## src/rtl/divider_share_sched.sv

```systemverilog
// divider_share_sched
// One iterative 32/16 restoring divider shared round-robin between NUM_REQ
// requesters. Each requester has a valid/ready request channel. All results
// return on one valid/ready response channel tagged with the requester id.
// A zero divisor gives quot = all ones and rem = dividend, with rsp_dbz set.
module divider_share_sched #(
  parameter int NUM_REQ         = 4,
  parameter int STEPS_PER_CYCLE = 1
) (
  input  logic                       clk,
  input  logic                       rst_n,
  input  logic [NUM_REQ-1:0]         req_valid,
  output logic [NUM_REQ-1:0]         req_ready,
  input  logic [NUM_REQ*32-1:0]      req_a,
  input  logic [NUM_REQ*16-1:0]      req_b,
  output logic                       rsp_valid,
  input  logic                       rsp_ready,
  output logic [$clog2(NUM_REQ)-1:0] rsp_id,
  output logic [31:0]                rsp_quot,
  output logic [31:0]                rsp_rem,
  output logic                       rsp_dbz,
  output logic                       busy
);

  localparam int ID_W = $clog2(NUM_REQ);
  localparam int RUN_CYCLES = 32 / STEPS_PER_CYCLE;
  localparam logic [4:0] LAST_CNT = 5'(RUN_CYCLES - 1);

  typedef enum logic [1:0] {
    S_IDLE = 2'd0,
    S_RUN  = 2'd1,
    S_DONE = 2'd2
  } state_t;

  // Control state
  state_t            r_state;
  logic [ID_W-1:0]   r_ptr;
  logic [4:0]        r_cnt;

  // Divider datapath: partial remainder, shifting dividend/quotient, divisor
  logic [16:0]       r_rem;
  logic [31:0]       r_quo;
  logic [15:0]       r_div;

  // Registered response
  logic              r_rsp_valid;
  logic [ID_W-1:0]   r_rsp_id;
  logic [31:0]       r_rsp_quot;
  logic [31:0]       r_rsp_rem;
  logic              r_rsp_dbz;

  // Combinational helpers
  logic              w_gnt_vld;
  logic [ID_W-1:0]   w_gnt_id;
  logic [ID_W-1:0]   w_ptr_nxt;
  logic [31:0]       w_a;
  logic [15:0]       w_b;
  logic [NUM_REQ-1:0] w_ready;
  logic [16:0]       w_rem_nxt;
  logic [31:0]       w_quo_nxt;

  // Requester index arithmetic modulo NUM_REQ (NUM_REQ need not be a power of two).
  function automatic logic [ID_W-1:0] f_wrap(input int unsigned v);
    return ID_W'(v % NUM_REQ);
  endfunction

  // One restoring step: shift {r,q} left by one, subtract divisor when it fits.
  // The shifted remainder is held one bit wider than r so the carry is never lost.
  function automatic logic [48:0] f_step(input logic [16:0] r,
                                         input logic [31:0] q,
                                         input logic [15:0] d);
    logic [17:0] t;
    logic [31:0] qs;
    t  = {r, q[31]};
    qs = {q[30:0], 1'b0};
    if (t >= {2'b00, d}) begin
      t     = t - {2'b00, d};
      qs[0] = 1'b1;
    end
    return {t[16:0], qs};
  endfunction

  // Round-robin search: first valid requester at or after r_ptr, with wrap.
  always_comb begin
    w_gnt_vld = 1'b0;
    w_gnt_id  = '0;
    for (int i = 0; i < NUM_REQ; i++) begin
      if (!w_gnt_vld && req_valid[f_wrap(32'(r_ptr) + 32'(i))]) begin
        w_gnt_vld = 1'b1;
        w_gnt_id  = f_wrap(32'(r_ptr) + 32'(i));
      end
    end
  end

  // Pointer moves one past the granted requester so it goes to the back of the line.
  assign w_ptr_nxt = (w_gnt_id == ID_W'(NUM_REQ - 1)) ? '0 : w_gnt_id + 1'b1;

  // Select the granted requester's operands.
  always_comb begin
    w_a = '0;
    w_b = '0;
    for (int i = 0; i < NUM_REQ; i++) begin
      if (w_gnt_id == ID_W'(i)) begin
        w_a = req_a[i*32 +: 32];
        w_b = req_b[i*16 +: 16];
      end
    end
  end

  // Ready only in IDLE and only to the granted requester; forced low during reset.
  always_comb begin
    w_ready = '0;
    if (rst_n && (r_state == S_IDLE) && w_gnt_vld) begin
      w_ready[w_gnt_id] = 1'b1;
    end
  end

  // Unrolled restoring steps resolved in one clock.
  always_comb begin
    w_rem_nxt = r_rem;
    w_quo_nxt = r_quo;
    for (int s = 0; s < STEPS_PER_CYCLE; s++) begin
      {w_rem_nxt, w_quo_nxt} = f_step(w_rem_nxt, w_quo_nxt, r_div);
    end
  end

  // Scheduler FSM: accept in IDLE, iterate in RUN, hold the response in DONE.
  always_ff @(posedge clk or negedge rst_n) begin
    if (!rst_n) begin
      r_state     <= S_IDLE;
      r_ptr       <= '0;
      r_cnt       <= '0;
      r_rem       <= '0;
      r_quo       <= '0;
      r_div       <= '0;
      r_rsp_valid <= 1'b0;
      r_rsp_id    <= '0;
      r_rsp_quot  <= '0;
      r_rsp_rem   <= '0;
      r_rsp_dbz   <= 1'b0;
    end else begin
      case (r_state)
        S_IDLE: begin
          // --- accept boundary: operands captured from the granted requester
          if (w_gnt_vld) begin
            r_ptr    <= w_ptr_nxt;
            r_rsp_id <= w_gnt_id;
            if (w_b == 16'd0) begin
              r_state     <= S_DONE;
              r_rsp_valid <= 1'b1;
              r_rsp_quot  <= 32'hFFFF_FFFF;
              r_rsp_rem   <= w_a;
              r_rsp_dbz   <= 1'b1;
            end else begin
              r_state <= S_RUN;
              r_rem   <= '0;
              r_quo   <= w_a;
              r_div   <= w_b;
              r_cnt   <= '0;
            end
          end
        end
        S_RUN: begin
          // --- iteration boundary: STEPS_PER_CYCLE quotient bits per edge
          r_rem <= w_rem_nxt;
          r_quo <= w_quo_nxt;
          if (r_cnt == LAST_CNT) begin
            r_cnt       <= '0;
            r_state     <= S_DONE;
            r_rsp_valid <= 1'b1;
            r_rsp_quot  <= w_quo_nxt;
            r_rsp_rem   <= {16'd0, w_rem_nxt[15:0]};
            r_rsp_dbz   <= 1'b0;
          end else begin
            r_cnt <= r_cnt + 5'd1;
          end
        end
        S_DONE: begin
          // --- response boundary: release only on a completed handshake
          if (rsp_ready) begin
            r_state     <= S_IDLE;
            r_rsp_valid <= 1'b0;
          end
        end
        default: begin
          r_state     <= S_IDLE;
          r_rsp_valid <= 1'b0;
        end
      endcase
    end
  end

  assign req_ready = w_ready;
  assign rsp_valid = r_rsp_valid;
  assign rsp_id    = r_rsp_id;
  assign rsp_quot  = r_rsp_quot;
  assign rsp_rem   = r_rsp_rem;
  assign rsp_dbz   = r_rsp_dbz;
  assign busy      = (r_state != S_IDLE);

endmodule

```

## config.mk

```make
export PLATFORM = sky130hd
export DESIGN_NAME = divider_share_sched
export DESIGN_NICKNAME = d
export VERILOG_FILES = /design/src/rtl/divider_share_sched.sv
export SDC_FILE = /design/constraint.sdc
export NUM_CORES = 1
export LEC_CHECK = 0
export CELL_PAD_IN_SITES_DETAIL_PLACEMENT = 1
export CELL_PAD_IN_SITES_GLOBAL_PLACEMENT = 1
export CORE_MARGIN = 8
export CORE_UTILIZATION = 38
export CTS_BUF_LIST = sky130_fd_sc_hd__clkbuf_4 sky130_fd_sc_hd__clkbuf_8
export DETAILED_ROUTE_END_ITERATION = 6
export GPL_ROUTABILITY_DRIVEN = 0
export GPL_TIMING_DRIVEN = 0
export HOLD_SLACK_MARGIN = 0.06
export MAX_ROUTING_LAYER = met4
export PLACE_DENSITY = 0.95
export SLEW_MARGIN = 5
export SYNTH_ARGS = -nofsm -noshare
export SYNTH_HDL_FRONTEND = slang
export SYNTH_SLANG_ARGS = --single-unit
```

## constraint.sdc

```tcl
create_clock -name clk -period 10.9 [get_ports clk]
set_input_delay 3.27 -clock clk [delete_from_list [all_inputs] [get_ports clk]]
set_output_delay 3.27 -clock clk [all_outputs]
set_load 0.005 [all_outputs]
```

## Yosys cells after proc, flatten, opt, wreduce, memory -nomap -nowiden

Cells that the tools add are included.

- Add/subtract/negate cells: 6
- $lt $le $gt $ge: 7
- Equal/unequal tests: 11
- Mux-type cells: 60
- Bitwise operators: 1
- Reduce and logical (&&, ||, !) cells: 20

Operators with widths:

| kind | number |
|---|---|
| 2-to-1 mux 32 bit | 12 |
| case mux 32 bit (2 select lines) | 3 |
| 2-to-1 mux 16 bit | 4 |
| 2-to-1 mux 17 bit | 3 |
| case mux 17 bit (2 select lines) | 1 |
| greater-or-equal comparator 18 x 16 -> 1 bit | 1 |
| 2-to-1 mux 2 bit | 9 |
| subtractor 17 x 16 -> 17 bit | 1 |
| logical NOT 16 bit | 1 |
| < comparator 2 x 3 -> 1 bit (second input constant) | 5 |
| 2-to-1 mux 1 bit | 15 |
| 2-to-1 mux 5 bit | 3 |
| case mux 5 bit (2 select lines) | 1 |
| AND reduction 3 bit | 3 |
| binary-select mux 1 bit (select 2 bit) | 4 |
| != test 2 bit (second input constant) | 4 |
| AND reduction 4 bit | 2 |
| == test 2 bit (second input constant) | 3 |
| logical AND 1 bit | 6 |
| case mux 2 bit (3 select lines) | 1 |
| adder 5 x 1 -> 5 bit (second input constant) | 1 |
| == test 5 bit (second input constant) | 1 |
| adder 2 x 1 -> 2 bit (second input constant) | 2 |
| adder 2 bit (second input constant) | 2 |
| 12 further kinds | 17 |

- Register bits after elaboration: 142
- Output and inout port bits: 73
- Word-level logic and storage cells: 116

## Logic depth before layout (Yosys ltp)

- Depth after elaboration: 21
- Depth in mapped cells: 16

## Worst setup path before layout

OpenSTA, ideal clock, no wires.

- Path type: in2out
- From: input req_valid[2]
- To: output req_ready[3]
- Data arrival time: 5.341 ns
- Data required time: 7.630 ns
- Setup slack: 2.289 ns
- Stages on the path: 9
- Buffers on the path: 4
- Cell sequence: mux2i_1 -> nor2_1 -> nor3_1 -> ha_1 -> buf_2 -> buf_1 -> buf_1 -> buf_1 -> and3_1

- Word-level cells in the longest chain between the ends: 17
- Elaborated cells between the ends (all ways): 29
- Classes of those cells: order compare: 2; mux: 19; reduce/logical: 8

Ends and longest elaborated chain:

| item | RTL line | source |
|---|---|---|
| start, declared | 12 | `input logic [NUM_REQ-1:0] req_valid,` |
| binary-select mux 1 bit (select 2 bit) | 88 | `if (!w_gnt_vld && req_valid[f_wrap(32'(r_ptr) + 32'(i))]) begin` |
| 2-to-1 mux 1 bit (not written as such) | 88 |  |
| 2-to-1 mux 1 bit | 88 |  |
| logical NOT 1 bit | 88 |  |
| logical AND 1 bit | 88 |  |
| 2-to-1 mux 1 bit | 88 |  |
| logical NOT 1 bit | 88 |  |
| logical AND 1 bit | 88 |  |
| [2 not listed] | - |  |
| logical AND 1 bit | 88 |  |
| 2-to-1 mux 2 bit (*) | 88 |  |
| named net w_gnt_id[0] | 54 | `logic [ID_W-1:0] w_gnt_id;` |
| < comparator 2 x 3 -> 1 bit (not written as such) / greater-or-equal comparator 2 x 1 -> 1 bit (equally long branches) | 114 | `w_ready[w_gnt_id] = 1'b1;` |
| logical AND 1 bit (not written as such) | 114 |  |
| 2-to-1 mux 1 bit (not written as such) | 114 |  |
| demux 1 bit (select 2 bit) (*) | 114 |  |
| 2-to-1 mux 4 bit (*) | 113 | `if (rst_n && (r_state == S_IDLE) && w_gnt_vld) begin` |
| end, declared | 13 | `output logic [NUM_REQ-1:0] req_ready,` |

Mark *: on every way through the listed nets, which the timed path passes. The rest lies on a longest branch. The select of a mux whose other input is x is not followed.

## Worst setup path after layout

Ends and elaborated chain as after synthesis.

==> flow_metrics.tcl <==
set metrics [dict create \
    hold_viol_final 0 \
    cp_data_arrival_time_ns 7.34 \
    synth-async-reset-ratio_pct 100 \
    synthToLayoutAreaGrowth_pct 40.5 \
    muxShareOfSynthArea_pct 3.59 \
    insertion_delay_ns 0.47 \
    final.setup.tns_ns 0 \
    synth_top_cell_area_share_pct 40.7 \
    antenna_cells 0 \
    synth_fa_ha_area_share_pct 3.39 \
    io_buffer_count 271 \
    fill_cells 2632 \
    syn_inst 1021 \
    root_buffer "clkbuf_8" \
    irDropWorstVdd_uv 116 \
    cts.sinks 142 \
    hpwl_mm 32.9 \
    ys.warnings.count 0 \
    rsz0062_at_grt "false" \
    start_util_pct 38.6 \
    grt_usage_pct 30.8 \
    status "finished, final reports clean" \
    grt_use_met1_pct 35.4 \
    cp_top_family "buffers and inverters" \
    synth_compound_area_share_pct 26.9 \
    drv_cap 0 \
    cts_tree "done" \
    ant_nets 0 \
    htree_num_levels 4 \
    synth_common_cells "dfrtp_1 (142), nand2_1 (107), nor2_1 (94)" \
    clock_path_buffers 2 \
    cp_slowest_cell "nor3_1" \
    avgSynthCellArea_um2 8.54 \
    setup_viol 0 \
    required_ns 7.63 \
    routedWlPerCell_um 26.7 \
    grt_pass1_wl_mm 65.6 \
    vias_per_cell 6.35 \
    drive_above_1_share_pct 6.57 \
    die_w_um 168 \
    grt_pass1_vias 11200 \
    synth_xor_area_share_pct 0.502 \
    fin_util_pct 54.3 \
    synth_edf_count 0 \
    fin_cells 1610 \
    min_period_ns 10.61 \
    cp_max_fo 10 \
    ys_ff_latch 142 \
    syn_nets 1243 \
    io_pins 272 \
    skew_ns 0.0128 \
    yosys.area_share.simple_pct 19.2 \
    worst_pin_slew_ns 1.03 \
    worstHoldPathType "reg -> reg" \
    grt_overflow 0 \
    relSlewSlack_pct 30.6 \
    remaining_drc_errors 0 \
    reg2reg_from "r_ptr[1]" \
    numCtsBuffers 17 \
    seq_area_frac_synth_pct 40.7 \
    core_um2 22600 \
    nNetsFinal 1534 \
    post-synth-top-count-cell "dfrtp_1" \
    synth_area_leaders "dfrtp_1 (41%), nand2_1 (4.6%), a21oi_1 (4.6%)" \
    syn-cell-area_um2 8720 \
    drtIter0Drc 985 \
    synth.largest_area_cell "dfrtp_1" \
    clk_transition_reported_paths_ns 0.10 \
    dieArea_um2 28100 \
    path_buf_inv 6 \
    max_freq_ghz 0.0942 \
    cp_slowest_stage_delay_ns 0.55 \
    maxSlewViolCount 0 \
    cp-start-kind "primary input" \
    busiest_layer "met2" \
    grtUsageMet2_pct 49.5 \
    grt_antenna_before_repair 0 \
    dp.cells 1578 \
    die_h_um 168 \
    grt_max_degree 86 \
    crit_path_start "req_valid[2]" \
    power_density_nw_per_um2 310 \
    synth_top_family_by_area "compound AO/OA/AOI/OAI gates" \
    postPlaceCellArea_um2 11800 \
    hold_buffers 0 \
    rows 55 \
    min_period_over_period_pct 97.4 \
    crit_type "in -> out" \
    ys_types 68 \
    drtPass1Iterations 7 \
    worstPathCellList "clkdlybuf4s50_1, mux2i_1, nor2_1, nor3_1, ha_1, buf_2, buf_1, clkbuf_2, buf_1, and3_1, clkdlybuf4s50_1" \
    synth-main-ff-cell "dfrtp_1" \
    met3_usage_pct 7.50 \
    num_vias 10200 \
    hold_slack_ns 0.491 \
    final_area_um2 12300 \
    wirelength_mm 42.9 \
    p_leak_uw 0.00511 \
    hold_start "r_quo[22]" \
    worstSetupEndpointType "output port" \
]
## what timing repair did
item	CTS	global route
setup endpoints to repair	0	1
gates resized for setup	0	1
buffers inserted	0	0
## through the flow
stage | power [uW] | setup slack (ns)
global route | 3990 | 0.131
global placement | 3060 | -2.27
finish | 3800 | 0.287
detailed placement | 3200 | 0.203
floorplan | 2270 | 2.29
CTS | 3720 | 0.173
## flip-flops by register name, summed over array words and instances (netlist names), 5 cells and up
register,flops
rsp_rem,32
r_quo,32
rsp_quot,32
r_rem,17
r_div,16
r_cnt,5
## layout by cell type, fill, tap and decap left out, types with 6 or more instances in the layout
cell,n
clkdlybuf4s50_1,270
dfrtp_1,142
nand2_1,107
nor2_1,94
a21oi_1,80
nor3_1,72
clkbuf_1,58
inv_1,37
o21ai_0,35
a221oi_1,33
nand3_1,31
o31ai_1,29
a21o_1,25
ha_1,22
a211oi_1,20
mux2_2,18
buf_2,17
clkbuf_8,17
a31oi_1,13
o311ai_0,13
o21a_1,11
o21ai_1,11
mux2i_1,11
and3_1,10
o211ai_1,9
o22a_1,9
nand4_1,8
o22ai_1,6
## worst register-to-register path, delay by kind of cell (launching register included)
family	cells	cell delay (ns)
fa+ha+maj	1	0.31
buf+inv	4	1.05
mux	2	0.62
compound gates	2	1.09
simple gates	4	1.37
flops	1	0.48
## layout make-up
cell class              count  area (um2)  share of cell area (%)
multi-input cells         756        4670                    38.1
flip-flops and latches    142        3550                    29.0
repair buffers            272        2740                    22.4
plain buffers              85         360                    2.94
well taps                 285         357                    2.91
clock buffers              17         234                    1.91
clock inverters            15         195                    1.59
inverters                  38         143                    1.16
## final timing paths
path                       slack [ns]  cells after the start      endpoint
setup / recovery                 0.29                     11  req_ready[3]
hold / removal                   0.49                      1     r_quo[22]
setup reg to reg                 5.88                     13  rsp_quot[29]
hold reg to reg                  0.49                      1     r_quo[22]
max in group asynchronous        7.25                      2    r_state[1]
min in group asynchronous        2.79                      1   rsp_quot[7]
## cells by family (layout without fill, tap and decap cells)
logic type / Yosys count / in the layout
DFF: 142 / 142
xor gates and xnor gates: 5 / 5
adders and majority gates: 23 / 23
buffers and inverters: 123 / 427
AOI/OAI and AO/OA: 336 / 336
muxes: 29 / 29
and+or+nand+nor: 363 / 363
## per-layer routing
layer / up-vias / routed length (um) / share of wire, %
met5: - / 0 / 0
met4: 0 / 2280 / 5.3
met3: 184 / 3840 / 8.9
met2: 673 / 20200 / 47
met1: 5003 / 16600 / 39
li1: 4367 / - / -
## where the power goes
part | total, uW | switching [uW] | internal [uW]
clock | 472 | 256 | 216
sequential | 970 | 197 | 773
combinational | 2350 | 1410 | 942
total | 3800 | 1870 | 1930
No activity file was read; power rests on OpenSTA's default activity.
